===== src/rtl/toaplan2_snd_pkg.sv =====
// Shared types for the Toaplan2 sound path: PCM arbiter state encoding, bus widths, channel index.
package toaplan2_snd_pkg;

    localparam int PCM_AW = 20;
    localparam int OKI_AW = 18;

    typedef enum logic [1:0] {
        ST_IDLE   = 2'd0,
        ST_SETTLE = 2'd1,
        ST_WAIT   = 2'd2
    } pcm_state_t;

    typedef logic chan_t;

endpackage


===== src/rtl/toaplan2_pcm_slot.sv =====
// One-byte ROM cache for a single OKI channel: valid/tag/data plus address compare.
// Latency: OK follows the requester address combinationally; a load is visible the next cycle.
// Backpressure: none; the requester simply holds its address until OK rises.
module toaplan2_pcm_slot
    import toaplan2_snd_pkg::*;
(
    input  logic              CLK96,
    input  logic              RESET96,
    input  logic [OKI_AW-1:0] addr,
    input  logic              load,
    input  logic [OKI_AW-1:0] load_tag,
    input  logic [7:0]        load_data,
    output logic              ok,
    output logic [7:0]        dout
);

    logic              valid;
    logic [OKI_AW-1:0] tag;
    logic [7:0]        data;

    always_ff @(posedge CLK96) begin
        if (RESET96) begin
            valid <= 1'b0;
            tag   <= '0;
            data  <= '0;
        end else if (load) begin
            valid <= 1'b1;
            tag   <= load_tag;
            data  <= load_data;
        end
    end

    assign ok   = valid && (addr == tag);
    assign dout = data;

endmodule


===== src/rtl/toaplan2_pcm_arbiter.sv =====
// Shares one PCM ROM port between two jt6295 channels, each with a one-byte cache, misses served round-robin.
// Latency: a miss gives OK SETTLE+2 cycles after the address change when PCM_OK is already high.
// Backpressure: the requester waits on OKIn_OK; the ROM stalls via PCM_OK, bounded by TIMEOUT.
module toaplan2_pcm_arbiter
    import toaplan2_snd_pkg::*;
#(
    parameter int DUAL    = 1,
    parameter int SETTLE  = 2,
    parameter int TIMEOUT = 255
) (
    input  logic              CLK96,
    input  logic              RESET96,
    input  logic [OKI_AW-1:0] OKI0_ADDR,
    output logic [7:0]        OKI0_DOUT,
    output logic              OKI0_OK,
    input  logic [OKI_AW-1:0] OKI1_ADDR,
    output logic [7:0]        OKI1_DOUT,
    output logic              OKI1_OK,
    input  logic [PCM_AW-1:0] OKI1_BASE,
    output logic              PCM_CS,
    output logic [PCM_AW-1:0] PCM_ADDR,
    input  logic [7:0]        PCM_DOUT,
    input  logic              PCM_OK,
    output logic              TMO_ERR
);

    localparam bit         DUAL_EN     = (DUAL != 0);
    localparam logic [9:0] SETTLE_LAST = 10'(SETTLE - 1);
    localparam logic [9:0] TMO_LAST    = 10'(TIMEOUT - 1);

    pcm_state_t        state;
    chan_t             rr;
    chan_t             g;
    logic [OKI_AW-1:0] lat_addr;
    logic [9:0]        cnt;

    logic              ok0, ok1;
    logic [7:0]        dout0, dout1;
    logic              pend0, pend1;
    logic              gnt_vld;
    chan_t             gnt_ch;
    logic [OKI_AW-1:0] gnt_addr;
    logic [PCM_AW-1:0] gnt_base;
    logic              cap;
    logic              load0, load1;

    always_comb begin
        pend0    = !ok0;
        pend1    = DUAL_EN && !ok1;
        gnt_vld  = pend0 || pend1;
        gnt_ch   = (pend0 && pend1) ? rr : chan_t'(pend1);
        gnt_addr = gnt_ch ? OKI1_ADDR : OKI0_ADDR;
        gnt_base = gnt_ch ? OKI1_BASE : '0;
    end

    // Capture uses the latched address, so a requester that moved on still gets a valid (but mismatching) tag.
    assign cap   = (state == ST_WAIT) && PCM_OK;
    assign load0 = cap && (g == 1'b0);
    assign load1 = cap && (g == 1'b1) && DUAL_EN;

    toaplan2_pcm_slot u_slot0 (
        .CLK96     (CLK96),
        .RESET96   (RESET96),
        .addr      (OKI0_ADDR),
        .load      (load0),
        .load_tag  (lat_addr),
        .load_data (PCM_DOUT),
        .ok        (ok0),
        .dout      (dout0)
    );

    toaplan2_pcm_slot u_slot1 (
        .CLK96     (CLK96),
        .RESET96   (RESET96),
        .addr      (OKI1_ADDR),
        .load      (load1),
        .load_tag  (lat_addr),
        .load_data (PCM_DOUT),
        .ok        (ok1),
        .dout      (dout1)
    );

    assign OKI0_OK   = ok0;
    assign OKI0_DOUT = dout0;
    assign OKI1_OK   = DUAL_EN ? ok1 : 1'b0;
    assign OKI1_DOUT = DUAL_EN ? dout1 : 8'h00;

    always_ff @(posedge CLK96) begin
        if (RESET96) begin
            state    <= ST_IDLE;
            rr       <= 1'b0;
            g        <= 1'b0;
            lat_addr <= '0;
            cnt      <= '0;
            PCM_CS   <= 1'b0;
            PCM_ADDR <= '0;
            TMO_ERR  <= 1'b0;
        end else begin
            case (state)
                ST_IDLE: begin
                    if (gnt_vld) begin
                        lat_addr <= gnt_addr;
                        g        <= gnt_ch;
                        PCM_ADDR <= {{(PCM_AW-OKI_AW){1'b0}}, gnt_addr} + gnt_base;
                        PCM_CS   <= 1'b1;
                        cnt      <= '0;
                        state    <= ST_SETTLE;
                    end
                end
                ST_SETTLE: begin
                    if (cnt == SETTLE_LAST) begin
                        cnt   <= '0;
                        state <= ST_WAIT;
                    end else begin
                        cnt <= cnt + 10'd1;
                    end
                end
                ST_WAIT: begin
                    if (PCM_OK) begin
                        PCM_CS <= 1'b0;
                        rr     <= !g;
                        state  <= ST_IDLE;
                    end else if (cnt == TMO_LAST) begin
                        PCM_CS  <= 1'b0;
                        TMO_ERR <= 1'b1;
                        rr      <= !g;
                        state   <= ST_IDLE;
                    end else begin
                        cnt <= cnt + 10'd1;
                    end
                end
                default: state <= ST_IDLE;
            endcase
        end
    end

endmodule


===== config.mk =====
export PLATFORM = sky130hd
export DESIGN_NAME = toaplan2_pcm_arbiter
export DESIGN_NICKNAME = d
export VERILOG_FILES = /design/src/rtl/toaplan2_snd_pkg.sv /design/src/rtl/toaplan2_pcm_slot.sv /design/src/rtl/toaplan2_pcm_arbiter.sv
export SDC_FILE = /design/constraint.sdc
export NUM_CORES = 1
export LEC_CHECK = 0
export CAP_MARGIN = 20
export CORE_MARGIN = 2
export CORE_UTILIZATION = 29
export CTS_BUF_LIST = sky130_fd_sc_hd__clkbuf_16
export DETAILED_ROUTE_END_ITERATION = 8
export SLEW_MARGIN = 25
export SYNTH_ARGS = -nofsm -noshare
export SYNTH_HDL_FRONTEND = slang
export SYNTH_SLANG_ARGS = --single-unit

===== constraint.sdc =====
create_clock -name CLK96 -period 3.7 [get_ports CLK96]
set_clock_uncertainty 0.1 [all_clocks]
set_input_delay 0.37 -clock CLK96 [delete_from_list [all_inputs] [get_ports CLK96]]
set_output_delay 0.37 -clock CLK96 [all_outputs]
set_load 0.02 [all_outputs]

==> results of run 1 <==
[path summary, 6_finish.rpt]
kind | start | endpoint | slack (ns) | cells past startpoint
min | PCM_ADDR[8] | PCM_ADDR[8] | 0.35 | 2
max | OKI1_ADDR[10] | PCM_ADDR[18] | -0.21 | 17
max reg2reg | u_slot0.tag[4] | PCM_ADDR[19] | -0.16 | 16
min reg2reg | PCM_ADDR[8] | PCM_ADDR[8] | 0.35 | 2
[through the flow]
stage                     cells  setup slack (ns)  cell area, um^2
after floorplan             672           -0.3588             5658
after global placement     1060           -0.9718             7495
after detailed placement   1060            -1.013             7495
after CTS                  1083           -0.2632             7994
after global routing       1084           -0.4334             8087
final                      1084           -0.2056             8087
[critical path: stages]
cell             delay [ns]
clkdlybuf4s50_1        0.46
xnor2_1                0.24
nand4_1                0.21
nor4_4                 0.33
o21ba_4                0.22
buf_12                 0.14
mux2_4                 0.32
ha_4                   0.17
fa_2                   0.33
a21o_1                 0.18
a211o_1                0.36
nand4_1                0.14
a31oi_2                0.12
nand3_1                0.11
nand4_1                0.08
a21o_1                 0.18
a21oi_1                0.13
[cells by family after synthesis]
group / count (synthesis) / share of synthesized area, %
compound gates: 121 / 13.54
xor+xnor: 59 / 9.304
fa+ha+maj: 26 / 5.992
buf+inv: 44 / 3.334
flops: 108 / 38.93
mux: 29 / 5.632
simple gates: 285 / 23.27
[power groups by stage]
stage / logic, uW / registers, uW / clock network, uW
3_5_place_dp: 1590 / 1520 / 0
5_1_grt: 1820 / 1530 / 1130
2_1_floorplan: 836 / 1600 / 0
4_1_cts: 1640 / 1500 / 1080
6_report: 1640 / 1500 / 1060
3_3_place_gp: 1590 / 1520 / 0
[state kept, by name, summed over array words and instances (netlist names), 2 cells and up]
name	cells
u_slot1.dout	8
cnt	10
state	2
PCM_ADDR	20
u_slot1.tag	18
u_slot0.dout	8
lat_addr	18
u_slot0.tag	18
[per-layer routing]
metal,vias to the layer above,share of wire (%)
li1,2633,-
met3,11,6.6
met4,0,1.3
met5,-,0
met1,2310,46
met2,131,46
[timing repair]
action,in CTS,in global routing
endpoints found under the hold margin,0,0
endpoints found under the setup margin,15,15
buffers inserted,7,1
pin swaps,25,20
gates resized for setup,26,17
[area by class of cell]
type	count	area share, %
multi-input cells	520	43.32
inverters	11	0.5106
repair buffers	195	21.72
well taps	234	3.621
clock inverters	7	1.269
flip-flops and latches	108	26.77
clock buffers	9	2.785
[cell usage in the layout (no fill, tap or decap), types with 6 or more instances in the layout]
master             n
buf_4             86
nor3_1            21
dfxtp_1          106
ha_1              14
clkdlybuf4s50_1   92
mux2_2            14
and2_1            18
inv_1             11
dlygate4sd2_1     10
nand3_1           12
xnor2_1           29
a21o_1            13
a21oi_1           65
a211oi_1           6
mux2i_1           11
nor2_1            73
clkbuf_16          9
ha_4               9
xor2_1            26
a21oi_2            6
nand2_1          123
nand4_1           10
==> results.txt, run 1 <==
For the final HPWL from detailed placement, the log shows 12300 um. In the post-synthesis netlist, the biggest area contributors are dfxtp_1 39%, nand2_1 8.4%, a21oi_1 6.4%. STA classifies the critical path startpoint as an input pin.

The y dimension of the die is 142.4 um, and the total CTS buffers is 9. For the initial antenna violation count, the log shows 0. Switching power total: 1525 uW. The horizontal die dimension was 142.4 um. The floorplan has 50 rows. For the global-route track usage on met2, the log shows 26.67%. In the routed design, unresolved DRC markers number 0. At the worst endpoint, the arrival time is 4.09 ns. The completed layout was analyzed and its total power is 4202 uW.

The logs give 17.05% for the overall routing resource usage and 38.93% for the part of the Yosys area used for sequential elements. The share of total power dissipated in sequential elements is 35.7%. The register area was 2165 um^2; the register clock-pin slew on the reported worst setup and hold paths was 0.08 ns. The number of antenna diodes in the final layout is 0. The number of endpoints with negative hold slack in the final report came out at 0. The total of flip-flops plus latches after synthesis was 108; the H-tree depth was 3.

The layout has 1846 filler cells. The critical path class was in -> reg. Synthesis produced 672 cells.

The met1 layer usage reported by global route is 23.57%, and the slew at the pin with the worst max-slew slack is 1.014 ns. Worst hold slack: 0.3520 ns. After global routing, the most crowded layer is met2. The die covers 20270 um^2.

Dividing the detail-routed via count by the number of cells gives 4.691. For this design, the CTS-stage hold fixing added 0 buffers. The share of the clock period used by the worst path was 105.6%; the part of the total power dissipated in the clock network was 25.3%.

Worst max-slew margin expressed relative to the limit: 32.40%. The setup slack of the critical path after layout was -0.2056 ns; the post-synthesis async set-or-reset flop share was 0%. The number of nets handed over by synthesis was 765. In this run the biggest area consumer among cell types represents 38.93% of the synthesized area. The multi-input combinational cells in the finished layout cover a total of 3503 um^2.

For this run, the post-layout net count is 938. Setup violations remaining at the end of the flow were counted as 11. In the final timing run, aggregate negative setup slack is -1.402 ns. For this run, the detailed router's first-pass iteration total came to 4. Across the VDD grid, the largest voltage drop is 0.2403 mV. For the synthesis warning total, the log shows 0. Buffers placed on the I/O ports in this run total 106.

The worst setup path is captured at a register. The run finished, with violations left. The routed wirelength normalized by instance count is 15.64 um. The initial core utilization came out at 29.59%. At the end of routability-driven placement, the weighted congestion stood at 0.8367. Setup repair after global routing could not meet its margin everywhere. TritonCTS built the clock tree. The core utilization of the finished layout is 43.09%, and the top-level I/O count is 107.

Ranked by instance count, the synthesized netlist is headed by 124 x nand2_1, 108 x dfxtp_1, 75 x nor2_1, 71 x a21oi_1, 31 x xnor2_1. Across the run, the number of max-cap violations was 0. The final reports fail on negative setup slack. The wire length of the first global-routing pass is 26750 um, and the post-detailed-route count of antenna-violating nets is 0. The root cell of the clock tree is clkbuf_16. Leakage dissipation: 0.003292 uW.

The number of global-route vias before repair is 4995. The run gives 0 as the max-slew violation count. Averaged over all synthesized cells, the footprint is 8.265 um^2. CTS saw 108 sinks.

The number of unique standard cell types used by synthesis was 53; the layout cell share with drive strength beyond 1 was 20.47%. The maximum buffer depth of the clock tree was 2. Detailed routing inserted a total of 5085 vias.

For this block, the initial DRC count from the detailed router was 350. The power density over the cells came out at 519.6 nW/um^2. Counting flops with a built-in enable in the synthesized netlist gives 0. Relative to the synthesized area, the layout overhead comes to 45.60%. The routed design could run at a clock period as short as 3.906 ns. Entering global routing, the biggest net connects 52 pins. Cell internal power was estimated by the tool at 2677 uW. In the post-synthesis netlist, the cell with the most instances is nand2_1. The tightest min-delay check is of the reg -> reg type. Top cell type by total area after synthesis: dfxtp_1. At the later pin of the worst-skew pair, clock insertion delay measures 0.36 ns.

Among all flip-flop cells after synthesis, the most frequent one is dfxtp_1. Global routing finished with a remaining overflow of 0. The routed design has 16950 um of wire.

The met3 usage in global routing was 3.365%; the required arrival time at the worst endpoint was 3.88 ns. Net switching is 36.29% of the power. In this run the cell area of the synthesized design comes to 5554 um^2. The peak fanout along the critical path is 7, and the area of the core region is 18770 um^2. The run gives 256.0 MHz as the achievable frequency. The share of power burned in combinational logic is 39.1%.
No activity file was read; power rests on OpenSTA's default activity.
==> inputs of run 2 (changes only) <==
--- a/config.mk
+++ b/config.mk
@@ -13,4 +13,5 @@
 export SLEW_MARGIN = 25
 export SYNTH_ARGS = -nofsm -noshare
 export SYNTH_HDL_FRONTEND = slang
+export SYNTH_HIERARCHICAL = 1
 export SYNTH_SLANG_ARGS = --single-unit
==> results.txt, run 2 <==
The flow ran to the end, but the final reports show violations. The checks that failed: negative setup slack. The residual overflow from global routing is 0 (unchanged). For the number of inserted filler cells in the final layout, the log shows 1897 (+2.8%). The total of flip-flops plus latches after synthesis works out to 108 (unchanged). The tools report the leakage dissipation as 0.003437 uW (+4.4%).

The tools report the destination of the worst register-to-register timing path as PCM_ADDR[14]. For this run, the leading register cell type out of synthesis is dfxtp_1. The flip-flop count of the largest register after layout was 20 (unchanged). The peak fanout along the critical path is 5 (-2), and the length in cells of the worst reg-to-reg path is 17 (+1). The pre-CTS setup slack is -0.9466 ns (+0.06615 ns), and the critical path data arrival time is 4.09 ns (about the same). The library cell used most frequently in the layout, excluding fill and tap cells, is nor2_1.

The count of port buffers added during placement is 106 (unchanged). TritonCTS built the clock tree. The most used standard cell by instance count after synthesis is nor2_1.

Critical path endpoint category: a register. Beginning of the worst register-to-register path: u_slot1/tag[8]. Endpoint with the worst hold slack: PCM_ADDR[3].

For the total via count in the routed design, the log shows 5222 (+2.7%). For the required arrival time at the worst endpoint, the log shows 3.86 ns (-0.02 ns). The wire length of the first global-routing pass is 25920 um (-3.1%), and the TritonCTS sink count is 108 (unchanged).

Setup repair after global routing could not meet its margin everywhere. The routed wirelength normalized by instance count came out at 15.13 um (-3.3%). The final HPWL from detailed placement came out at 11980 um (-2.6%). The worst setup path is launched from a register. Number of endpoints with negative hold slack in the final report: 0 (unchanged). The number of global-route vias before repair is 5026 (+0.62%), and the H-tree depth is 3 (unchanged). The logs give 3.655% (+0.29 points) for the met3 usage in global routing and 254.2 MHz (-0.72%) for the achievable frequency. The adder and majority cell fraction of the synthesized area works out to 5.920% (-0.072 points). The mean instance size in the synthesized netlist was 8.267 um^2 (about the same); the layout overhead on the synthesized area was 51.81%. The total setup violations reported at the end of the flow came out at 12 (+1). The logs give 960 (+2.3%) for the post-layout net count and 0 (unchanged) for the number of antenna diodes. The main combinational cell family by area after synthesis is simple AND/OR/NAND/NOR gates. The y dimension of the die is 143.2 um (+0.59%), and the via count normalized by instance count is 4.613 (-1.7%). The post-synthesis share of cell area spent on xor and xnor gates came out at 8.880% (-0.42 points). The largest net degree at the start of global routing was 61 (+17%).

The root cell of the clock tree is clkbuf_16. The max-slew violation count was 0 (unchanged); the weighted congestion reported at the end of routability-driven placement was 0.8670 (+3.6%). Ranked by flip-flop count, first place goes to PCM_ADDR. The starting DRC count in detailed routing was 388 (+11%). The type of the most critical hold path was reg -> reg. The logs give 38.46% (-0.47 points) for the part of the Yosys area used for sequential elements and 773 (+1.0%) for the post-synth net total.

The register area was 2178 um^2 (+0.64%); the number of synthesized flops with an enable pin was 0 (unchanged). Register clock-pin slew on the reported worst setup and hold paths: 0.07 ns (about the same). The total die area was 20510 um^2 (+1.2%). The slew at the pin with the worst max-slew slack came out at 1.002 ns (-0.01224 ns). Of all cell types, the one taking the most synthesized area is dfxtp_1.

The global-route track usage on met2 was 25.71% (-0.96 points). The worst setup path is of the reg -> reg kind. The layout cell share with drive strength beyond 1 works out to 26.38% (+5.9 points).

The source-to-sink clock delay at the later pin of the worst-skew pair is 0.36 ns (about the same), and the setup TNS after final layout is -1.695 ns (-0.2931 ns). Share of the clock period used by the worst path: 106.3% (+0.76 points). The number of buffers inserted by hold repair at cts was 0 (unchanged).

Sorting the synthesized cells by how often they occur yields 129 x nor2_1, 108 x dfxtp_1, 91 x nand2_1, 53 x mux2i_1, 41 x xnor2_1. Worst min-delay path startpoint: PCM_ADDR[3]. Number of detailed-route iterations in the first pass: 4 (unchanged). The placement row count was 50 (unchanged).

The setup slack of the worst register-to-register path is -0.23 ns (-0.07 ns). The logs give 6 (+6) for the synthesis warning total and 29.75% (+0.16 points) for the initial core utilization. Worst max-slew margin expressed relative to the limit: 33.22% (+0.82 points). The remaining design rule violation count is 0 (unchanged), and the overall routing resource usage is 16.43% (-0.62 points). The number of unique standard cell types used by synthesis is 51 (-3.8%).

The multi-input gate area in the final layout was 3874 um^2 (+11%); the area share of the largest cell type after synthesis was 38.46% (-0.47 points). The share of synthesized cell area in and, or, nand and nor gates is 24.84% (+1.6 points). The post-synthesis async set-or-reset flop share was 0% (unchanged); the maximum ir drop on the vdd rail was 0.3069 mV (+28%). Met1 layer usage reported by global route: 22.65% (-0.92 points). By area the synthesized netlist is led by dfxtp_1 38%, mux2i_1 9.4%, nor2_1 8.6%. The top cell types in the final layout, fill and taps aside, are 126 x nor2_1, 95 x dfxtp_1, 93 x buf_4, 78 x nand2_1, 71 x clkdlybuf4s50_1.

The tools report the initial antenna violation count as 0 (unchanged). The post-detailed-route count of antenna-violating nets was 0 (unchanged); the total CTS buffers was 9 (unchanged). The minimum clock period was 3.934 ns (+0.02826 ns); the area of the core region was 18890 um^2 (+0.67%). Combined area of all synthesized cells: 5622 um^2 (+1.2%). Sum of routed wire length over all layers: 17130 um (+1.0%). For the top-level I/O count, the log shows 107 (unchanged).

The multiplexer share of the synthesized area works out to 9.437% (+3.8 points). Horizontal die dimension: 143.2 um (+0.59%). The compound-cell area share of the yosys netlist is 9.370% (-4.2 points).

The post-synthesis cell count is 680 (+1.2%), and the maximum buffer depth of the clock tree is 2 (unchanged). The power density over the cells is 491.0 nW/um^2 (-5.5%). After global routing, the most crowded layer is met2. For the setup slack of the critical path after layout, the log shows -0.2339 ns (-0.02826 ns). The number of instances on the worst hold path was 2 (unchanged); the count of max-cap constraint violations was 0 (unchanged).
run 2: changes by cell type in the layout (fill, tap and decap cells not counted), sizes merged, moves of 20 or more:
cell           change
nor2              +54
mux2i             +42
a21oi             -43
dlygate4sd2       +20
nand2             -34
clkdlybuf4s50     -21
run 2: area by class of cell:
| type | instances | area share, % |
|---|---|---|
| clock buffers | 9 | 2.639 |
| clock inverters | 7 | 0.5131 |
| inverters | 9 | 0.3958 |
| multi-input cells | 528 | 45.39 |
| flip-flops and latches | 108 | 25.52 |
| well taps | 260 | 3.812 |
| repair buffers | 211 | 21.73 |
run 2: report_power, final:
group / internal (uW) / switching (uW) / leakage [uW]
combinational: 819 / 947 / 0.00241
sequential: 1360 / 146 / 0.000887
clock: 455 / 461 / 0.000138
total: 2640 / 1550 / 0.00344
run 2: per-layer routing:
metal | part of all wire [%] | vias to the layer above
met3 | 4.9 | 18
met5 | 0 | -
met1 | 48 | 2420
met2 | 45 | 102
met4 | 1.9 | 0
li1 | - | 2682
run 2: how the worst max path moves through the flow:
| stage | depth (start not counted) | slack [ns] | from | to |
|---|---|---|---|---|
| 6_report | 17 | -0.23 | u_slot1/tag[8] | PCM_ADDR[14] |
| 5_1_grt | 18 | -0.42 | u_slot1/tag[6] | PCM_ADDR[14] |
| 4_1_cts | 17 | -0.22 | u_slot1/tag[5] | PCM_ADDR[14] |
| 3_5_place_dp | 18 | -0.95 | OKI0_ADDR[2] | PCM_ADDR[14] |
| 3_3_place_gp | 18 | -0.91 | OKI0_ADDR[2] | PCM_ADDR[14] |
| 2_1_floorplan | 19 | -0.62 | OKI0_ADDR[10] | PCM_ADDR[14] |
run 2: timing repair:
item / CTS / global route
endpoints found under the setup margin: 16 / 23
resized for setup: 77 / 60
setup buffers: 20 / 10
pin swaps: 52 / 39
gates cloned: 1 / 1
run 2: cells by family after synthesis:
group / Yosys count
AND/OR/NAND/NOR: 311
flip-flops: 108
AO/OA/AOI/OAI: 81
XOR/XNOR: 57
multiplexers: 53
buffers and inverters: 44
adder cells (fa/ha/maj): 26
run 2: critical path: stages (launching register included):
cell	delay, ns
dfxtp_1	0.33
xnor2_1	0.16
nand4_1	0.14
or4_4	0.57
nor4_4	0.24
nor2_4	0.10
buf_6	0.13
buf_6	0.12
and2_4	0.16
ha_4	0.16
fa_2	0.35
a21o_1	0.21
a211o_1	0.27
a21oi_2	0.17
o21ai_2	0.09
a221oi_2	0.26
xnor2_1	0.09
a22o_1	0.17
run 2: through the flow:
| stage | cells | hold slack, ns | power (uW) | util [%] | area, um^2 |
|---|---|---|---|---|---|
| 2_1_floorplan | 680 | 0.3341 | 2447 | - | 5847 |
| 3_5_place_dp | 1088 | 0.3509 | 3138 | 40.41 | 7635 |
| 6_report | 1132 | 0.3613 | 4190 | 45.17 | 8534 |
| 3_3_place_gp | 1088 | 0.3407 | 3131 | 40.41 | 7635 |
| 4_1_cts | 1125 | 0.3680 | 4118 | 43.58 | 8233 |
| 5_1_grt | 1132 | 0.3948 | 4461 | 45.17 | 8534 |
